$ cat src/rtl/ar_serial_accumulator.sv
`default_nettype none
// ============================================================================
// Module   : ar_serial_accumulator
// Purpose  : Bit-serial 29-bit recirculating AR line with copy/add and end-carry.
// Revision : 1.0
// ============================================================================
module ar_serial_accumulator #(
    parameter int WORD_BITS = 29
) (
    input  logic CLOCK,
    input  logic rst,
    input  logic TS,
    input  logic IB,
    input  logic DV,
    input  logic AA,
    input  logic IS,
    input  logic CLR_AR,
    output logic EB_AR,
    output logic AR,
    output logic AC,
    output logic AR_OVF
);

    localparam int MAG_BITS = WORD_BITS - 1;
    localparam int CW       = $clog2(WORD_BITS);
    localparam logic [CW-1:0] LAST_BIT = CW'(WORD_BITS - 1);

    localparam logic [1:0] MODE_IDLE = 2'd0;
    localparam logic [1:0] MODE_COPY = 2'd1;
    localparam logic [1:0] MODE_ADD  = 2'd2;

    logic [MAG_BITS-1:0] mag;
    logic [CW-1:0]       cnt;
    logic [1:0]          mode;
    logic                sign;
    logic                carry;
    logic                op_sign;
    logic                old_sign;
    logic                pend;
    logic                pend_sign;
    logic                pend_ovf;
    logic                ovf_q;
    logic                ac_q;

    logic                is_ts;
    logic [CW-1:0]       pos;
    logic [1:0]          ts_mode;
    logic                commit;
    logic                sign_now;
    logic                sum;
    logic                carry_nx;
    logic                final_sign;

    // A missing TS is tolerated: a counter of zero marks the sign time by itself.
    always_comb begin
        is_ts      = TS | (cnt == '0);
        pos        = is_ts ? '0 : cnt;
        ts_mode    = !DV ? MODE_IDLE : (AA ? MODE_ADD : MODE_COPY);
        commit     = is_ts & pend & ~CLR_AR;
        sign_now   = commit ? pend_sign : sign;
        sum        = mag[0] ^ IB ^ carry;
        carry_nx   = (mag[0] & IB) | (mag[0] & carry) | (IB & carry);
        final_sign = old_sign ^ op_sign ^ carry_nx;
    end

    assign EB_AR  = is_ts ? sign_now : mag[0];
    assign AR     = sign_now;
    assign AC     = ac_q;
    assign AR_OVF = ovf_q | (commit & pend_ovf);

    always_ff @(posedge CLOCK or posedge rst) begin
        if (rst) begin
            mag       <= '0;
            cnt       <= '0;
            mode      <= MODE_IDLE;
            sign      <= 1'b0;
            carry     <= 1'b0;
            op_sign   <= 1'b0;
            old_sign  <= 1'b0;
            pend      <= 1'b0;
            pend_sign <= 1'b0;
            pend_ovf  <= 1'b0;
            ovf_q     <= 1'b0;
            ac_q      <= 1'b0;
        end else begin
            cnt <= (pos == LAST_BIT) ? '0 : pos + 1'b1;

            if (is_ts) begin
                ovf_q <= commit & pend_ovf;
            end else if (pos == LAST_BIT) begin
                ovf_q <= 1'b0;
            end

            if (CLR_AR) begin
                // Dropping to IDLE also aborts any add so it can never commit.
                mode <= MODE_IDLE;
                pend <= 1'b0;
                ac_q <= 1'b0;
                if (is_ts) begin
                    sign <= 1'b0;
                end else begin
                    mag <= {1'b0, mag[MAG_BITS-1:1]};
                end
            end else if (is_ts) begin
                mode <= ts_mode;
                pend <= 1'b0;
                case (ts_mode)
                    MODE_COPY: begin
                        sign <= IB;
                        ac_q <= 1'b0;
                    end
                    MODE_ADD: begin
                        sign     <= sign_now;
                        op_sign  <= IB;
                        old_sign <= sign_now;
                        carry    <= IS;
                    end
                    default: sign <= sign_now;
                endcase
            end else begin
                case (mode)
                    MODE_COPY: mag <= {IB, mag[MAG_BITS-1:1]};
                    MODE_ADD: begin
                        mag   <= {sum, mag[MAG_BITS-1:1]};
                        carry <= carry_nx;
                        if (pos == LAST_BIT) begin
                            ac_q      <= carry_nx;
                            pend      <= 1'b1;
                            pend_sign <= final_sign;
                            pend_ovf  <= (old_sign == op_sign) && (final_sign != old_sign);
                        end
                    end
                    default: mag <= {mag[0], mag[MAG_BITS-1:1]};
                endcase
            end
        end
    end

endmodule
`default_nettype wire

$ cat config.mk
export PLATFORM = sky130hd
export DESIGN_NAME = ar_serial_accumulator
export DESIGN_NICKNAME = d
export VERILOG_FILES = /design/src/rtl/ar_serial_accumulator.sv
export SDC_FILE = /design/constraint.sdc
export NUM_CORES = 1
export LEC_CHECK = 0
export ABC_AREA = 1
export CAP_MARGIN = 20
export CORE_AREA = 2 2 75 77
export CTS_CLUSTER_SIZE = 24
export DETAILED_ROUTE_END_ITERATION = 16
export DIE_AREA = 0 0 77 79
export PLACE_DENSITY = 0.54
export SYNTH_ARGS = -nofsm -noshare
export SYNTH_HDL_FRONTEND = slang
export SYNTH_SLANG_ARGS = --single-unit
$ cat constraint.sdc
create_clock -name CLOCK -period 5.2 [get_ports CLOCK]
set_input_delay 1.3 -clock CLOCK [delete_from_list [all_inputs] [get_ports CLOCK]]
set_output_delay 1.3 -clock CLOCK [all_outputs]
set_load 0.005 [all_outputs]
=== Yosys cells after proc, flatten, opt, wreduce, memory -nomap -nowiden ===
Cells that the tools add are included.

* $add $sub $neg: 1
* Equality and inequality tests: 9
* Mux-type cells: 30
* Bitwise gates (word level): 16
* Reductions and logical operators: 12

{| class="wikitable"
|+ Operators with widths
! operator !! count
|-
| $mux 28 || 3
|-
| $pmux 28 s2 || 1
|-
| $mux 1 || 20
|-
| $mux 5 || 2
|-
| $reduce_and 3->1 || 3
|-
| $mux 2 || 4
|-
| $and 1x1->1 || 6
|-
| $reduce_bool 2->1 || 3
|-
| $reduce_bool 3->1 || 2
|-
| $add 5x1->5 const B || 1
|-
| $eq 5x5->1 const B || 1
|-
| $logic_not 5->1 || 1
|-
| $eq 2x1->1 const B || 2
|-
| $eq 2x2->1 const B || 2
|-
| $or 1x1->1 || 4
|-
| $reduce_and 4->1 || 1
|-
| $xor 1x1->1 || 4
|-
| $ne 3x2->1 const B || 1
|-
| $ne 2x1->1 const B || 1
|-
| $not 1->1 || 2
|-
| $reduce_and 2->1 || 1
|-
| $eq 1x1->1 || 1
|-
| $logic_and 1x1->1 || 1
|-
| $ne 1x1->1 || 1
|}

* Register bits: 44
* Input port bits: 8
* Output and inout port bits: 4
* Logic and storage cells: 80

=== Depth between registers and ports, before layout ===
Gate-level depths: netlist of the first run.

* Word-level depth: 8
* Mapped depth: 14
* Gate-level depth less buffers: 13

=== Worst setup path before layout of the first run ===
No wires, ideal clock.

* Path type: in2out
* From: input TS
* To: output AR
* Data arrival time: 1824 ps
* Data required time: 3900 ps
* Slack: 2076 ps
* Stages on the path: 5
* Buffers on the path: 1
* Cells stage by stage: inv_2 > nand2_2 > buf_6 > nand4_2 > and2_1

* Longest elaborated chain between the ends: 4

{| class="wikitable"
|+ Ends and longest elaborated chain
! what !! RTL line !! text
|-
| start: declaration || 12 || <nowiki>input logic TS,</nowiki>
|-
| $or 1x1->1 || 56 || <nowiki>is_ts = TS | (cnt == '0);</nowiki>
|-
| $and 1x1->1 (2 in series) || 59 || <nowiki>commit = is_ts & pend & ~CLR_AR;</nowiki>
|-
| $mux 1 || 60 || <nowiki>sign_now = commit ? pend_sign : sign;</nowiki>
|-
| end: declaration || 19 || <nowiki>output logic AR,</nowiki>
|}

Every way passes these cells.

=== Final worst setup path of the first run ===
* From: input TS
* To: output EB_AR

* Longest elaborated chain between the ends: 5

{| class="wikitable"
|+ Ends and longest elaborated chain
! what !! RTL line !! text
|-
| $or 1x1->1 (*) || 56 ||
|-
| $and 1x1->1 (2 in series) || 59 ||
|-
| $mux 1 || 60 ||
|-
| $mux 1 (*) || 66 || <nowiki>assign EB_AR = is_ts ? sign_now : mag[0];</nowiki>
|-
| end: declaration || 18 || <nowiki>output logic EB_AR,</nowiki>
|}

Mark *: on every way between the ends. The rest lies on a longest branch, timed or not.

==> metrics, run 1 <==
effective utilization at floorplan 38.33%; unrepaired setup endpoints after global routing false; total nets after synthesis around 260; Core ar. ~5300 um2; met3 Use GR 3.636%; number of hold buffers added after CTS 0; fraction of met1 tracks used by global routing around a fifth; Setup Skew 0.006322 ns; footprint of the flip-flops and latches 1101 um2; outcome finished clean; proportion of power drawn by flip-flops and latches around half; number of buffers between clock root and the deepest sink 2; peak clock frequency supported by timing 236.6 MHz; sequential fraction of the synthesis area between 50% and 60%; clock power share 29.3%; die boundary width around 77 um; time the final worst path needs with I/O delays and setup 4.227 ns; first-pass GRT wire length 6.796 mm; cell at the root of the clock tree sky130_fd_sc_hd__clkbuf_8; count of vias placed by the detailed router 1477; largest net degree at the start of global routing between 40 and 50; insertion delay of the later-clocked pin in the worst-skew pair approximately 0.30 ns; number of hold violations in the final report 0; Global Route met2 Usage between 20 and 25%; combinational share of power 20.9%; area share of the leading cell type in the synthesized netlist between 50% and 60%; number of iterations in the first detailed-routing pass 4; DRT Wirelength 3.751 mm; RePlAce Congestion 0.8315; number of gates given a new drive strength after cts 0; Layout Area Growth over Synthesis 14.25%; kind of start point of the critical path input pin; Die Outline Area a little over 6000 um2; register clock-pin slew on the reported worst setup and hold paths 0.08 ns; cell-internal power approximately 660 uW; count of fill cells added during filler insertion about 580; final-report max-slew violation count 0; CTS tree done; flop and latch count out of synthesis between 40 and 50; Setup violations, final 0; number of port buffers 11; total number of H-tree levels 2; Top Registers mag: 28 flops, cnt: 5 flops, mode: 2 flops; register with the highest flop count mag; Via-to-Cell Ratio 4.435; height of the chip roughly 80 um; class of the tightest hold or removal check register to register; syn_area_per_cell a little over 8 um2; FP Rows 27; type of destination of the critical path output pin; share of total power consumed by net switching between 30% and 40%; Peak VDD IR between 0.00015 and 0.0002 V; number of antenna-violating nets in the routed design 0; Inserted Clock Buffers 5; clock sink count 44; mapped cell area between 2000 and 2500 um2; final period utilization between 80% and 90%; TNS Setup 0 ns; number of antenna violations at the first check in global routing 0; CP Max Fanout 10; ratio of total power to cell area 408.0 nW/um2; LEAKAGE about 0.0013 uW; fraction of layout cells with a size suffix above 1 approximately 11%; measured slew at the worst slew-check pin between 0.5 and 0.6 ns; grt total ovfl 0; number of top-level pins 12; routing layer with the top usage in global route met2; count of different cell masters after synthesis 24; multi-input logic area between 700 and 800 um2; Yosys top cell by area sky130_fd_sc_hd__dfrtp_1; Antenna Cells 0; worst slew slack as a fraction of its limit between 60% and 70%; number of global-route vias before repair between 1k and 1.5k; DRC violation count after routing 0; max reg flops 28; CP Class input pin to output pin; worst hold slack about 0.47 ns; initial detailed-routing violation count 100; CP required 3.90 ns; average wire per standard cell ~11 um; post-CTS setup buffer count 0; Switch Pwr 291.2 uW; max-cap violations 0; Yosys warning total 0; total global routing track utilization 14.28%; Final HPWL DP roughly 2.5 mm; data arrival at the endpoint of the critical path roughly 2.9 ns; Layout Nets ~270; post-synthesis instance total around 250; cell types with the largest area share after synthesis sky130_fd_sc_hd__dfrtp_1, sky130_fd_sc_hd__nand2_1, sky130_fd_sc_hd__inv_1, sky130_fd_sc_hd__ha_1, sky130_fd_sc_hd__nand3_1; Design Power approximately 950 uW
==> synth_stat cells <==
cell                      count
sky130_fd_sc_hd__nand2_1    117
sky130_fd_sc_hd__o21ai_0      2
sky130_fd_sc_hd__o22ai_1      2
sky130_fd_sc_hd__a21oi_1      6
sky130_fd_sc_hd__nand4_1      1
sky130_fd_sc_hd__ha_1         4
sky130_fd_sc_hd__o21a_1       1
sky130_fd_sc_hd__o21ai_1      3
sky130_fd_sc_hd__fa_1         1
sky130_fd_sc_hd__nor2_2       4
sky130_fd_sc_hd__nand3_2      4
sky130_fd_sc_hd__dfrtp_1     44
sky130_fd_sc_hd__or2_2        1
sky130_fd_sc_hd__buf_4        2
sky130_fd_sc_hd__nand4_2      2
sky130_fd_sc_hd__buf_2        3
sky130_fd_sc_hd__inv_2        5
sky130_fd_sc_hd__xnor2_1      2
sky130_fd_sc_hd__inv_1       20
sky130_fd_sc_hd__buf_6        2
sky130_fd_sc_hd__and2_1       1
sky130_fd_sc_hd__nand2_2      2
sky130_fd_sc_hd__nor2_1       8
sky130_fd_sc_hd__nand3_1      9
==> final timing paths <==
kind	startpoint	endpoint	slack, ns	cells after the start
hold / removal	mag[15]	mag[14]	0.47	2
setup / recovery	TS	EB_AR	0.97	8
setup reg to reg	cnt[3]	pend_ovf	2.80	14
max in group asynchronous	rst	cnt[2]	3.38	3
hold reg to reg	mag[15]	mag[14]	0.47	2
min in group asynchronous	rst	mag[6]	1.44	3
==> area by class of cell <==
type | instances | share of cell area [%]
sequential | 44 | 47.11
multi-input combinational | 170 | 34.15
timing repair buffer | 14 | 5.675
inverter | 25 | 4.015
tap | 72 | 3.854
clock buffer | 6 | 3.533
clock inverter | 2 | 1.660
==> cell families (layout without fill, tap and decap cells) <==
kind of cell,Yosys count,in the layout,share of synthesized area [%]
AOI/OAI and AO/OA,14,14,3.670
xor gates and xnor gates,2,2,0.8564
buffers and inverters,32,47,7.155
DFF,44,44,53.82
adders and majority gates,5,5,3.425
and+or+nand+nor,149,149,31.07
==> routing by layer <==
metal	vias to the layer above	routed length (um)
li1	773	-
met3	9	112
met2	22	1598
met1	673	1937
met5	-	0
met4	0	102
==> layout by cell type (no fill, tap or decap) <==
| cell type | synthesis | routed |
|---|---|---|
| sky130_fd_sc_hd__nand2_1 | 117 | 117 |
| sky130_fd_sc_hd__dfrtp_1 | 44 | 44 |
| sky130_fd_sc_hd__inv_1 | 20 | 19 |
| sky130_fd_sc_hd__clkdlybuf4s50_1 | 0 | 11 |
| sky130_fd_sc_hd__nand3_1 | 9 | 9 |
| sky130_fd_sc_hd__nor2_1 | 8 | 8 |
| sky130_fd_sc_hd__a21oi_1 | 6 | 6 |
| sky130_fd_sc_hd__clkbuf_8 | 0 | 6 |
| sky130_fd_sc_hd__inv_2 | 5 | 5 |
| sky130_fd_sc_hd__nor2_2 | 4 | 4 |
| sky130_fd_sc_hd__nand3_2 | 4 | 4 |
| sky130_fd_sc_hd__ha_1 | 4 | 4 |
| sky130_fd_sc_hd__o21ai_1 | 3 | 3 |
| sky130_fd_sc_hd__buf_4 | 2 | 3 |
| sky130_fd_sc_hd__nand2_2 | 2 | 2 |
| sky130_fd_sc_hd__o22ai_1 | 2 | 2 |
| sky130_fd_sc_hd__xnor2_1 | 2 | 2 |
| sky130_fd_sc_hd__nand4_2 | 2 | 2 |
| sky130_fd_sc_hd__o21ai_0 | 2 | 2 |
| sky130_fd_sc_hd__o21a_1 | 1 | 1 |
| sky130_fd_sc_hd__and2_1 | 1 | 1 |
| sky130_fd_sc_hd__clkinv_1 | 0 | 1 |
| sky130_fd_sc_hd__or2_2 | 1 | 1 |
| sky130_fd_sc_hd__nand4_1 | 1 | 1 |
| sky130_fd_sc_hd__fa_1 | 1 | 1 |
| sky130_fd_sc_hd__bufinv_16 | 0 | 1 |
| sky130_fd_sc_hd__clkinv_4 | 0 | 1 |
==> power groups by stage <==
stage | registers (uW) | logic, uW | clock network, uW
6_report | 475 | 199 | 279
5_1_grt | 490 | 233 | 300
2_1_floorplan | 471 | 164 | 0
3_5_place_dp | 482 | 203 | 0
3_3_place_gp | 482 | 201 | 0
4_1_cts | 476 | 205 | 288
==> stage by stage <==
| stage | instances | cell area, um2 | util [%] | setup slack (ns) |
|---|---|---|---|---|
| finish | 333 | 2337 | 43.79 | 0.9727 |
| global route | 333 | 2337 | 43.79 | 0.8982 |
| CTS | 333 | 2337 | 43.79 | 0.9661 |
| detailed placement | 325 | 2216 | 41.51 | 0.9765 |
| global placement | 325 | 2216 | 41.51 | 0.9992 |
| floorplan | 246 | 2046 | - | 2.076 |
==> worst max-delay path, stage by stage <==
cell and delay [ns]:
sky130_fd_sc_hd__clkdlybuf4s50_1 0.49, sky130_fd_sc_hd__inv_2 0.07, sky130_fd_sc_hd__nand2_2 0.20, sky130_fd_sc_hd__nand3_2 0.11, sky130_fd_sc_hd__nand2_2 0.10, sky130_fd_sc_hd__nand3_1 0.08, sky130_fd_sc_hd__nand2_1 0.09, sky130_fd_sc_hd__clkdlybuf4s50_1 0.49
Note: power is estimated with default switching activity, not from simulation.
==> inputs of run 2 (changes only) <==
==> constraint.sdc (replaced) <==
create_clock -name CLOCK -period 4.4 [get_ports CLOCK]
set_input_delay 1.1 -clock CLOCK [delete_from_list [all_inputs] [get_ports CLOCK]]
set_output_delay 1.1 -clock CLOCK [all_outputs]
set_load 0.005 [all_outputs]
==> run 2 against run 1 <==
- first-iteration DRC count increased by 20%
- wire length fell by 1.9%
- sequential share of layout area is 0.59 points higher
- cell area fell by 1.2%
- count of clock-buffer cells in the layout stayed put
- setup slack worse by 0.47 ns
- critical endpoint unchanged
- power up 11%
- register-to-register slack worse by 0.82 ns
- critical path depth stayed put
- global-route usage increased by 0.20 points
- utilization fell by 0.54 points
- cell count unchanged
==> metrics, run 2 (synthesis results as in run 1) <==
number of buffers between clock root and the deepest sink 2 (unchanged); worst slew slack as a fraction of its limit 67.01% (+3.7 points); cell at the root of the clock tree sky130_fd_sc_hd__clkbuf_8; Setup Skew 0.006146 ns (-0.0001753 ns); FP Rows 27 (unchanged); Via-to-Cell Ratio 4.429 (-0.14%); CTS tree done; height of the chip 79 um (unchanged); Top Registers mag: 28 flops, cnt: 5 flops, mode: 2 flops; kind of start point of the critical path input pin; first-pass GRT wire length 6.906 mm (+1.6%); number of gates given a new drive strength after cts 0 (unchanged); grt total ovfl 0 (unchanged); number of antenna-violating nets in the routed design 0 (unchanged); Core ar. 5338 um2 (unchanged); class of the tightest hold or removal check register to register; total number of H-tree levels 2 (unchanged); number of global-route vias before repair 1565 (+5.7%); LEAKAGE 0.001282 uW (-0.81%); number of top-level pins 12 (unchanged); DRT Wirelength 3.678 mm (-1.9%); minimum setup slack in the final design 0.5025 ns (-0.4702 ns); max reg flops 28 (unchanged); number of iterations in the first detailed-routing pass 4 (unchanged); Final HPWL DP 2.510 mm (+1.9%); effective utilization at floorplan 38.33% (unchanged); number of port buffers 11 (unchanged); slowest stage cell on the critical path sky130_fd_sc_hd__clkdlybuf4s50_1; most common cell after layout, fill and taps aside sky130_fd_sc_hd__nand2_1; initial detailed-routing violation count 120 (+20%); Antenna Cells 0 (unchanged); worst-case reg-to-reg path depth 13 (-1); CP Class input pin to output pin; TNS Setup 0 ns (unchanged); type of destination of the critical path output pin; Peak VDD IR 0.0002181 V (+27%); Largest stage delay, worst path 0.50 ns (about the same); register clock-pin slew on the reported worst setup and hold paths 0.08 ns (about the same); worst hold path endpoint mag[25]; Setup violations, final 0 (unchanged); clock sink count 44 (unchanged); outcome finished clean; measured slew at the worst slew-check pin 0.4949 ns (-0.05618 ns); number of hold buffers added after CTS 0 (unchanged); average wire per standard cell 11.05 um (-1.9%); post-placement setup slack 0.4783 ns (-0.4982 ns); fraction of the core area covered by cells at the end of the flow 43.25% (-0.54 points); minimum setup slack among reg-to-reg paths 1.98 ns (-0.82 ns); CP required 3.30 ns (-0.60 ns); unrepaired setup endpoints after global routing false; ratio of total power to cell area 458.3 nW/um2 (+12%); CP Max Fanout 16 (+6); die boundary width 77 um (unchanged); final period utilization ~90%; RePlAce Congestion 0.7678 (-7.7%); reg2reg start cnt[0]; Layout Area Growth over Synthesis 12.84%; CP cell instances clkdlybuf4s50_1 > inv_2 > nand2_2 > nand3_2 > nand2_2 > nand3_1 > nand2_1 > clkdlybuf4s50_1; final-report max-slew violation count 0 (unchanged); insertion delay of the later-clocked pin in the worst-skew pair 0.29 ns (about the same); number of antenna violations at the first check in global routing 0 (unchanged); fraction of layout cells with a size suffix above 1 11.11% (unchanged); instance count along the most critical hold path 2 (unchanged); post-CTS setup buffer count 0 (unchanged); max-cap violations 0 (unchanged); peak clock frequency supported by timing between 200 and 300 MHz; count of vias placed by the detailed router 1475 (-0.14%); worst hold path startpoint mag[26]; time the final worst path needs with I/O delays and setup 3.898 ns; count of fill cells added during filler insertion 597 (+3.8%); Die Outline Area 6083 um2 (unchanged); total global routing track utilization 14.48% (+0.20 points); number of hold violations in the final report 0 (unchanged); Layout Nets 273 (unchanged); worst reg2reg endpoint pend_ovf; commonest cells after routing, fill and taps aside sky130_fd_sc_hd__nand2_1, sky130_fd_sc_hd__dfrtp_1, sky130_fd_sc_hd__inv_1; register with the highest flop count mag; DRC violation count after routing 0 (unchanged); largest net degree at the start of global routing 40 (-11%); Inserted Clock Buffers 5 (unchanged); data arrival at the endpoint of the critical path 2.80 ns (-0.13 ns)
## run 2: worst max path at each step
stage / start / end / slack [ns] / depth (start not counted)
2_1_floorplan: TS / AR / 1.68 / 5
3_3_place_gp: TS / EB_AR / 0.50 / 8
3_5_place_dp: TS / EB_AR / 0.48 / 8
4_1_cts: TS / EB_AR / 0.47 / 8
5_1_grt: TS / EB_AR / 0.37 / 8
6_report: TS / EB_AR / 0.50 / 8
## run 2: cell type report
type                       count  area, um2  share of cell area [%]
multi-input combinational    170      798.3                   34.58
clock inverter                 2      10.01                  0.4336
clock buffer                   6      82.58                   3.577
tap                           72      90.09                   3.902
timing repair buffer          14      132.6                   5.745
inverter                      25      93.84                   4.065
sequential                    44       1101                   47.70
## run 2: per-stage QoR
stage	power [uW]	instance area (um2)	hold WS [ns]	instances
global route	1148	2308	0.4963	333
detailed placement	810.2	2216	0.4511	325
CTS	1078	2308	0.4736	333
global placement	808.6	2216	0.4512	325
floorplan	750.8	2046	0.4422	246
finish	1058	2308	0.4702	333
## run 2: metal layers
metal | vias up | part of all wire [%] | global-route usage [%]
li1 | 773 | - | -
met5 | - | 0 | 0
met4 | 0 | 2.8 | 6.786
met2 | 21 | 47 | 23.51
met3 | 9 | 2.6 | 4.091
met1 | 672 | 48 | 18.00
## run 2: worst max-delay path, delay by kind of cell
kind                   cells  cell delay (ns)
AND/OR/NAND/NOR            5             0.64
buffers and inverters      3             1.06
## run 2: power breakdown
| group | internal, uW | switching (uW) | leakage (uW) |
|---|---|---|---|
| clock | 125 | 134 | 0.0000510 |
| sequential | 506 | 58.4 | 0.000597 |
| combinational | 91.6 | 143 | 0.000634 |
==> inputs of run 3 (changes only) <==
--- a/config.mk
+++ b/config.mk
@@ -8,6 +8,7 @@
 export ABC_AREA = 1
 export CAP_MARGIN = 20
 export CORE_AREA = 2 2 75 77
+export CTS_BUF_LIST = sky130_fd_sc_hd__clkbuf_2
 export CTS_CLUSTER_SIZE = 24
 export DETAILED_ROUTE_END_ITERATION = 16
 export DIE_AREA = 0 0 77 79
==> run 3 against run 2 <==
- fmax is essentially flat
- utilization shrank 1.0 points
- register-to-register slack got worse by 0.02 ns
- highest routed layer unchanged
==> metrics, run 3 (synthesis results as in run 1) <==
outcome finished clean; Largest stage delay, worst path 0.50 ns (about the same); max reg flops 28 (unchanged); RePlAce Congestion 0.7678 (unchanged); height of the chip 79 um (unchanged); number of cells in the finished layout apart from fillers 333 (unchanged); data arrival at the endpoint of the critical path 2.80 ns (about the same); commonest cells after routing, fill and taps aside sky130_fd_sc_hd__nand2_1, sky130_fd_sc_hd__dfrtp_1, sky130_fd_sc_hd__inv_1; number of buffers between clock root and the deepest sink 2 (unchanged); post-CTS setup buffer count 0 (unchanged); worst-case reg-to-reg path depth 13 (unchanged); most common cell after layout, fill and taps aside sky130_fd_sc_hd__nand2_1; worst hold path endpoint mag[13]; number of hold buffers added after CTS 0 (unchanged); reg2reg start cnt[0]; Core ar. 5338 um2 (unchanged); first-pass GRT wire length 6.851 mm (-0.80%); class of the tightest hold or removal check register to register; Final HPWL DP 2.510 mm (unchanged); measured slew at the worst slew-check pin 0.4910 ns (-0.003897 ns); clock sink count 44 (unchanged); TNS Setup 0 ns (unchanged); time the final worst path needs with I/O delays and setup 3.900 ns (+0.002528 ns); CP required 3.30 ns (about the same); minimum setup slack among reg-to-reg paths 1.96 ns (-0.02 ns); Layout Area Growth over Synthesis 10.21%; instance count along the most critical hold path 2 (unchanged); die boundary width 77 um (unchanged); amount of wire on met2 after detailed routing 1.699 mm (-1.1%); number of iterations in the first detailed-routing pass 4 (unchanged); number of antenna-violating nets in the routed design 0 (unchanged); count of vias placed by the detailed router 1462 (-0.88%); register with the highest flop count mag; Setup Skew 0.01561 ns (+0.009462 ns); type of destination of the critical path output pin; met1 WL 1.781 mm (+1.3%); Layout Nets 273 (unchanged); largest net degree at the start of global routing 40 (unchanged); final period utilization 88.64% (about the same); CP delay by family, top buffers and inverters; number of hold violations in the final report 0 (unchanged); unrepaired setup endpoints after global routing false; FP Rows 27 (unchanged); Top Registers mag: 28 flops, cnt: 5 flops, mode: 2 flops; DR WL met3 97 um (unchanged); worst reg2reg endpoint pend_ovf; highest metal layer with signal wires met4; total number of H-tree levels 2 (unchanged); placed cell count 325 (unchanged); insertion delay of the later-clocked pin in the worst-skew pair 0.39 ns (+0.10 ns); fraction of layout cells with a size suffix above 1 10.73% (-0.38 points); number of global-route vias before repair 1553 (-0.77%); DRT Wirelength 3.652 mm (-0.71%); number of gates given a new drive strength after cts 0 (unchanged); CTS tree done; max-cap violations 0 (unchanged); Die Outline Area 6083 um2 (unchanged); DRC violation count after routing 0 (unchanged); LEAKAGE 0.001261 uW (-1.6%); slowest stage cell on the critical path sky130_fd_sc_hd__clkdlybuf4s50_1; ratio of total power to cell area 425.3 nW/um2 (-7.2%); number of antenna violations at the first check in global routing 0 (unchanged); worst slew slack as a fraction of its limit 67.27% (+0.26 points); average wire per standard cell 10.97 um (-0.71%); CP Class input pin to output pin; worst hold path startpoint mag[14]; CP Max Fanout 16 (unchanged); grt total ovfl 0 (unchanged); Critical path buffers and inverters 3 (unchanged); effective utilization at floorplan 38.33% (unchanged); peak clock frequency supported by timing 256.4 MHz (about the same); Inserted Clock Buffers 5 (unchanged); number of port buffers 11 (unchanged); CP cell instances clkdlybuf4s50_1 > inv_2 > nand2_2 > nand3_2 > nand2_2 > nand3_1 > nand2_1 > clkdlybuf4s50_1; Antenna Cells 0 (unchanged); Via-to-Cell Ratio 4.390 (-0.88%); number of top-level pins 12 (unchanged); total global routing track utilization 14.03% (-0.45 points); Setup violations, final 0 (unchanged); Peak VDD IR 0.0001914 V (-12%); kind of start point of the critical path input pin; register clock-pin slew on the reported worst setup and hold paths 0.20 ns (+0.12 ns); initial detailed-routing violation count 120 (unchanged); cell at the root of the clock tree sky130_fd_sc_hd__clkbuf_2; final-report max-slew violation count 0 (unchanged)
-- run 3: cell types whose count changed in the layout (fill, tap and decap cells not counted) --
cell / delta
sky130_fd_sc_hd__clkbuf_2: +5
sky130_fd_sc_hd__clkinv_1: +1
sky130_fd_sc_hd__clkbuf_8: -6
-- run 3: metrics by stage --
stage          setup slack, ns  hold WS, ns  total power (uW)  utilization [%]  cell area, um2
2_1_floorplan            1.676       0.4422             750.8                -            2046
3_3_place_gp            0.4962       0.4512             808.6            41.51            2216
3_5_place_dp            0.4783       0.4511             810.2            41.51            2216
4_1_cts                 0.4729       0.4976             980.2            42.24            2255
5_1_grt                 0.3700       0.5211              1045            42.24            2255
6_report                0.4999       0.4963             959.0            42.24            2255
-- run 3: layout make-up --
type / count / area, um2
fill: 605 / 3083
sequential: 44 / 1101
timing repair buffer: 14 / 132.6
tap: 72 / 90.09
clock inverter: 3 / 13.76
multi-input combinational: 170 / 798.3
inverter: 25 / 93.84
clock buffer: 5 / 25.02
-- run 3: metal layers --
layer / global-route usage (%) / vias up
li1: - / 773
met1: 18.00 / 662
met2: 23.25 / 19
met3: 3.068 / 8
met4: 5.714 / 0
met5: 0 / -
-- run 3: worst max path at each step --
stage,to,start,cells after the start
floorplan,AR,TS,5
global placement,EB_AR,TS,8
detailed placement,EB_AR,TS,8
CTS,EB_AR,TS,8
global route,EB_AR,TS,8
finish,EB_AR,TS,8
-- run 3: power breakdown --
part / switching (uW) / leakage, uW / internal (uW)
registers: 58.3 / 0.000597 / 505
logic: 143 / 0.000634 / 91.6
clock network: 126 / 0.0000302 / 35.8
-- run 3: worst register-to-register path: cells and delay by family (launching register included) --
family                     cells  cell delay, ns
and+or+nand+nor               10            1.51
DFF                            1            0.44
buffers and inverters          2            0.30
adders and majority gates      1            0.16
==> variant, RTL diff (flow settings as in run 3) <==
Put a register stage on the outputs `EB_AR`, `AR` and `AR_OVF`, cleared by the reset. The values now appear one clock later. The other outputs are not delayed to match.
--- a/src/rtl/ar_serial_accumulator.sv
+++ b/src/rtl/ar_serial_accumulator.sv
@@ -63,10 +63,18 @@
         final_sign = old_sign ^ op_sign ^ carry_nx;
     end
 
-    assign EB_AR  = is_ts ? sign_now : mag[0];
-    assign AR     = sign_now;
     assign AC     = ac_q;
-    assign AR_OVF = ovf_q | (commit & pend_ovf);
+    always_ff @(posedge CLOCK or posedge rst) begin
+        if (rst) begin
+            EB_AR  <= '0;
+            AR     <= '0;
+            AR_OVF <= '0;
+        end else begin
+            EB_AR  <= is_ts ? sign_now : mag[0];
+            AR     <= sign_now;
+            AR_OVF <= ovf_q | (commit & pend_ovf);
+        end
+    end
 
     always_ff @(posedge CLOCK or posedge rst) begin
         if (rst) begin
Formal check against the unedited RTL: not equivalent (Yosys sat finds a counterexample within 4 cycles, from zero or initial values and one cycle with rst high).
==> variant against run 3 <==
Sequential cell count is 3 higher; area after synthesis rose by 3.9%; count of clock-buffer cells in the layout unchanged; worst setup slack improved by 1100 ps; synthesized cell count is 0.81% higher; register-to-register slack improved by 240 ps; clock power rose by 42%; wire length is 1.1% higher; largest cell class unchanged; final area rose by 5.2%; power grew 11%; final cell count grew 0.60%; core utilization up 2.2 points.
==> variant: results (changes against run 3) <==
{| class="wikitable"
! Metric !! Value
|-
| Top post-synthesis cells by count || sky130_fd_sc_hd__nand2_1 (117), sky130_fd_sc_hd__dfrtp_1 (47), sky130_fd_sc_hd__inv_1 (23)
|-
| DR WL/cell || 11.0 um (+0.52%)
|-
| Sequential share of the synthesized area || 55.4% (+1.5 points)
|-
| Worst setup slack before clock tree synthesis || 1170 ps (+693 ps)
|-
| Slack of the worst reg-to-reg path || 2200 ps (+240 ps)
|-
| Highest ir drop seen on vdd || 0.164 mV (-14%)
|-
| Final critical-path required period || 2770 ps (-1130 ps)
|-
| Post-detailed-placement half-perimeter wirelength || 2370 um (-5.5%)
|-
| Post-Layout Cell Count || 335 (+0.60%)
|-
| Number of nets in the layout || 275 (+0.73%)
|-
| Placer Congestion || 0.791 (+3.0%)
|-
| Leakage power total || 1.31 nW (+4.2%)
|-
| Share of cells above drive strength 1 || 9.51% (-1.2 points)
|-
| Clock root cell || sky130_fd_sc_hd__clkbuf_2
|-
| Arrival time reported for the critical path endpoint || 3100 ps (+300 ps)
|-
| Post-route worst hold slack || 496 ps (-0.607 ps)
|-
| Compound-Gate Fraction of Synth Area || 3.89% (+0.22 points)
|-
| Global-route wire length before repair || 6580 um (-3.9%)
|-
| Worst r2r src || cnt[1]
|-
| Xor and xnor area share after synthesis || 0.824% (-0.032 points)
|-
| Post-Syn Instances || 248 (+0.81%)
|-
| Detailed Route Iter0 Violations || 68 (-43%)
|-
| Avg Vias per Cell || 4.51 (+2.7%)
|-
| Worst hold path depth || 2 (unchanged)
|-
| Depth of the worst register-to-register path || 14 (+1)
|-
| Post-detailed-placement cell area || 2290 um^2 (+3.2%)
|-
| Antenna violations before repair || 0 (unchanged)
|-
| Number of fill cells in the layout || 558 (-7.8%)
|-
| Share of synthesized cell area in full adder, half adder and majority cells || 3.30% (-0.13 points)
|-
| Clock edge transition at the registers on the reported setup and hold paths || 220 ps (+20 ps)
|-
| Synth unique cells || 26 (+8.3%)
|-
| Skew final || 8.49 ps (-7.12 ps)
|-
| Worst rel slew slack || 74.5% (+7.2 points)
|-
| Critical path fanouts, max || 37 (+21)
|-
| Launch instance of the worst min-delay path || mag[15]
|-
| Worst-Skew Late Latency || 410 ps (+20 ps)
|-
| Total of hold buffers inserted after clock tree synthesis || 0 (unchanged)
|-
| Cells after DPL || 326 (+0.31%)
|-
| Top cells by area in the synthesized netlist || sky130_fd_sc_hd__dfrtp_1 (55%), sky130_fd_sc_hd__nand2_1 (21%), sky130_fd_sc_hd__inv_1 (4.1%)
|-
| Status || complete, no violations
|-
| Overall Global Routing Usage || 13.6% (-0.46 points)
|}
## variant: changes by cell type after synthesis, sizes merged
| cell | run 3 | this run |
|---|---|---|
| nand4 | 3 | 4 |
| a211oi | 0 | 1 |
| nor2 | 12 | 11 |
| nand3 | 13 | 12 |
| dfrtp | 44 | 47 |
| nand2 | 119 | 118 |
## variant: power breakdown
part	internal (mW)	total (mW)	leakage (nW)	switching, mW
clock	0.0934	0.230	0.0404	0.137
combinational	0.0937	0.237	0.635	0.144
sequential	0.535	0.596	0.638	0.0603
## variant: cell type report
type                       instances  area [um^2]  area share (%)
timing repair buffer              14          145            6.12
sequential                        47         1180            49.6
inverter                          25         93.8            3.96
tap                               72         90.1            3.80
multi-input combinational        169          802            33.8
clock inverter                     3         38.8            1.64
clock buffer                       5         25.0            1.06
## variant: stage by stage
| step | util, % | power [mW] |
|---|---|---|
| global placement | 42.9 | 0.840 |
| finish | 44.4 | 1.06 |
| CTS | 44.0 | 1.08 |
| floorplan | - | 0.784 |
| global route | 44.4 | 1.15 |
| detailed placement | 42.9 | 0.843 |
## variant: worst paths after layout
| check | end |
|---|---|
| max in group asynchronous | cnt[4] |
| hold / removal | mag[14] |
| min in group asynchronous | mag[13] |
| setup reg to reg | pend_ovf |
| hold reg to reg | mag[14] |
| setup / recovery | pend_ovf |
## variant: routing by layer
metal  global-route usage, %  vias to the layer above  part of all wire (%)
met5                       0                        -                     0
met4                    4.82                        0                   1.4
met3                    3.18                        7                   3.3
met2                    21.7                       22                    45
met1                    18.2                      693                    50
li1                        -                      789                     -
## variant: kinds of logic after synthesis
| family | Yosys count |
|---|---|
| AND/OR/NAND/NOR | 147 |
| flip-flops | 47 |
| buffers and inverters | 32 |
| AO/OA/AOI/OAI | 15 |
| adder cells (fa/ha/maj) | 5 |
| XOR/XNOR | 2 |
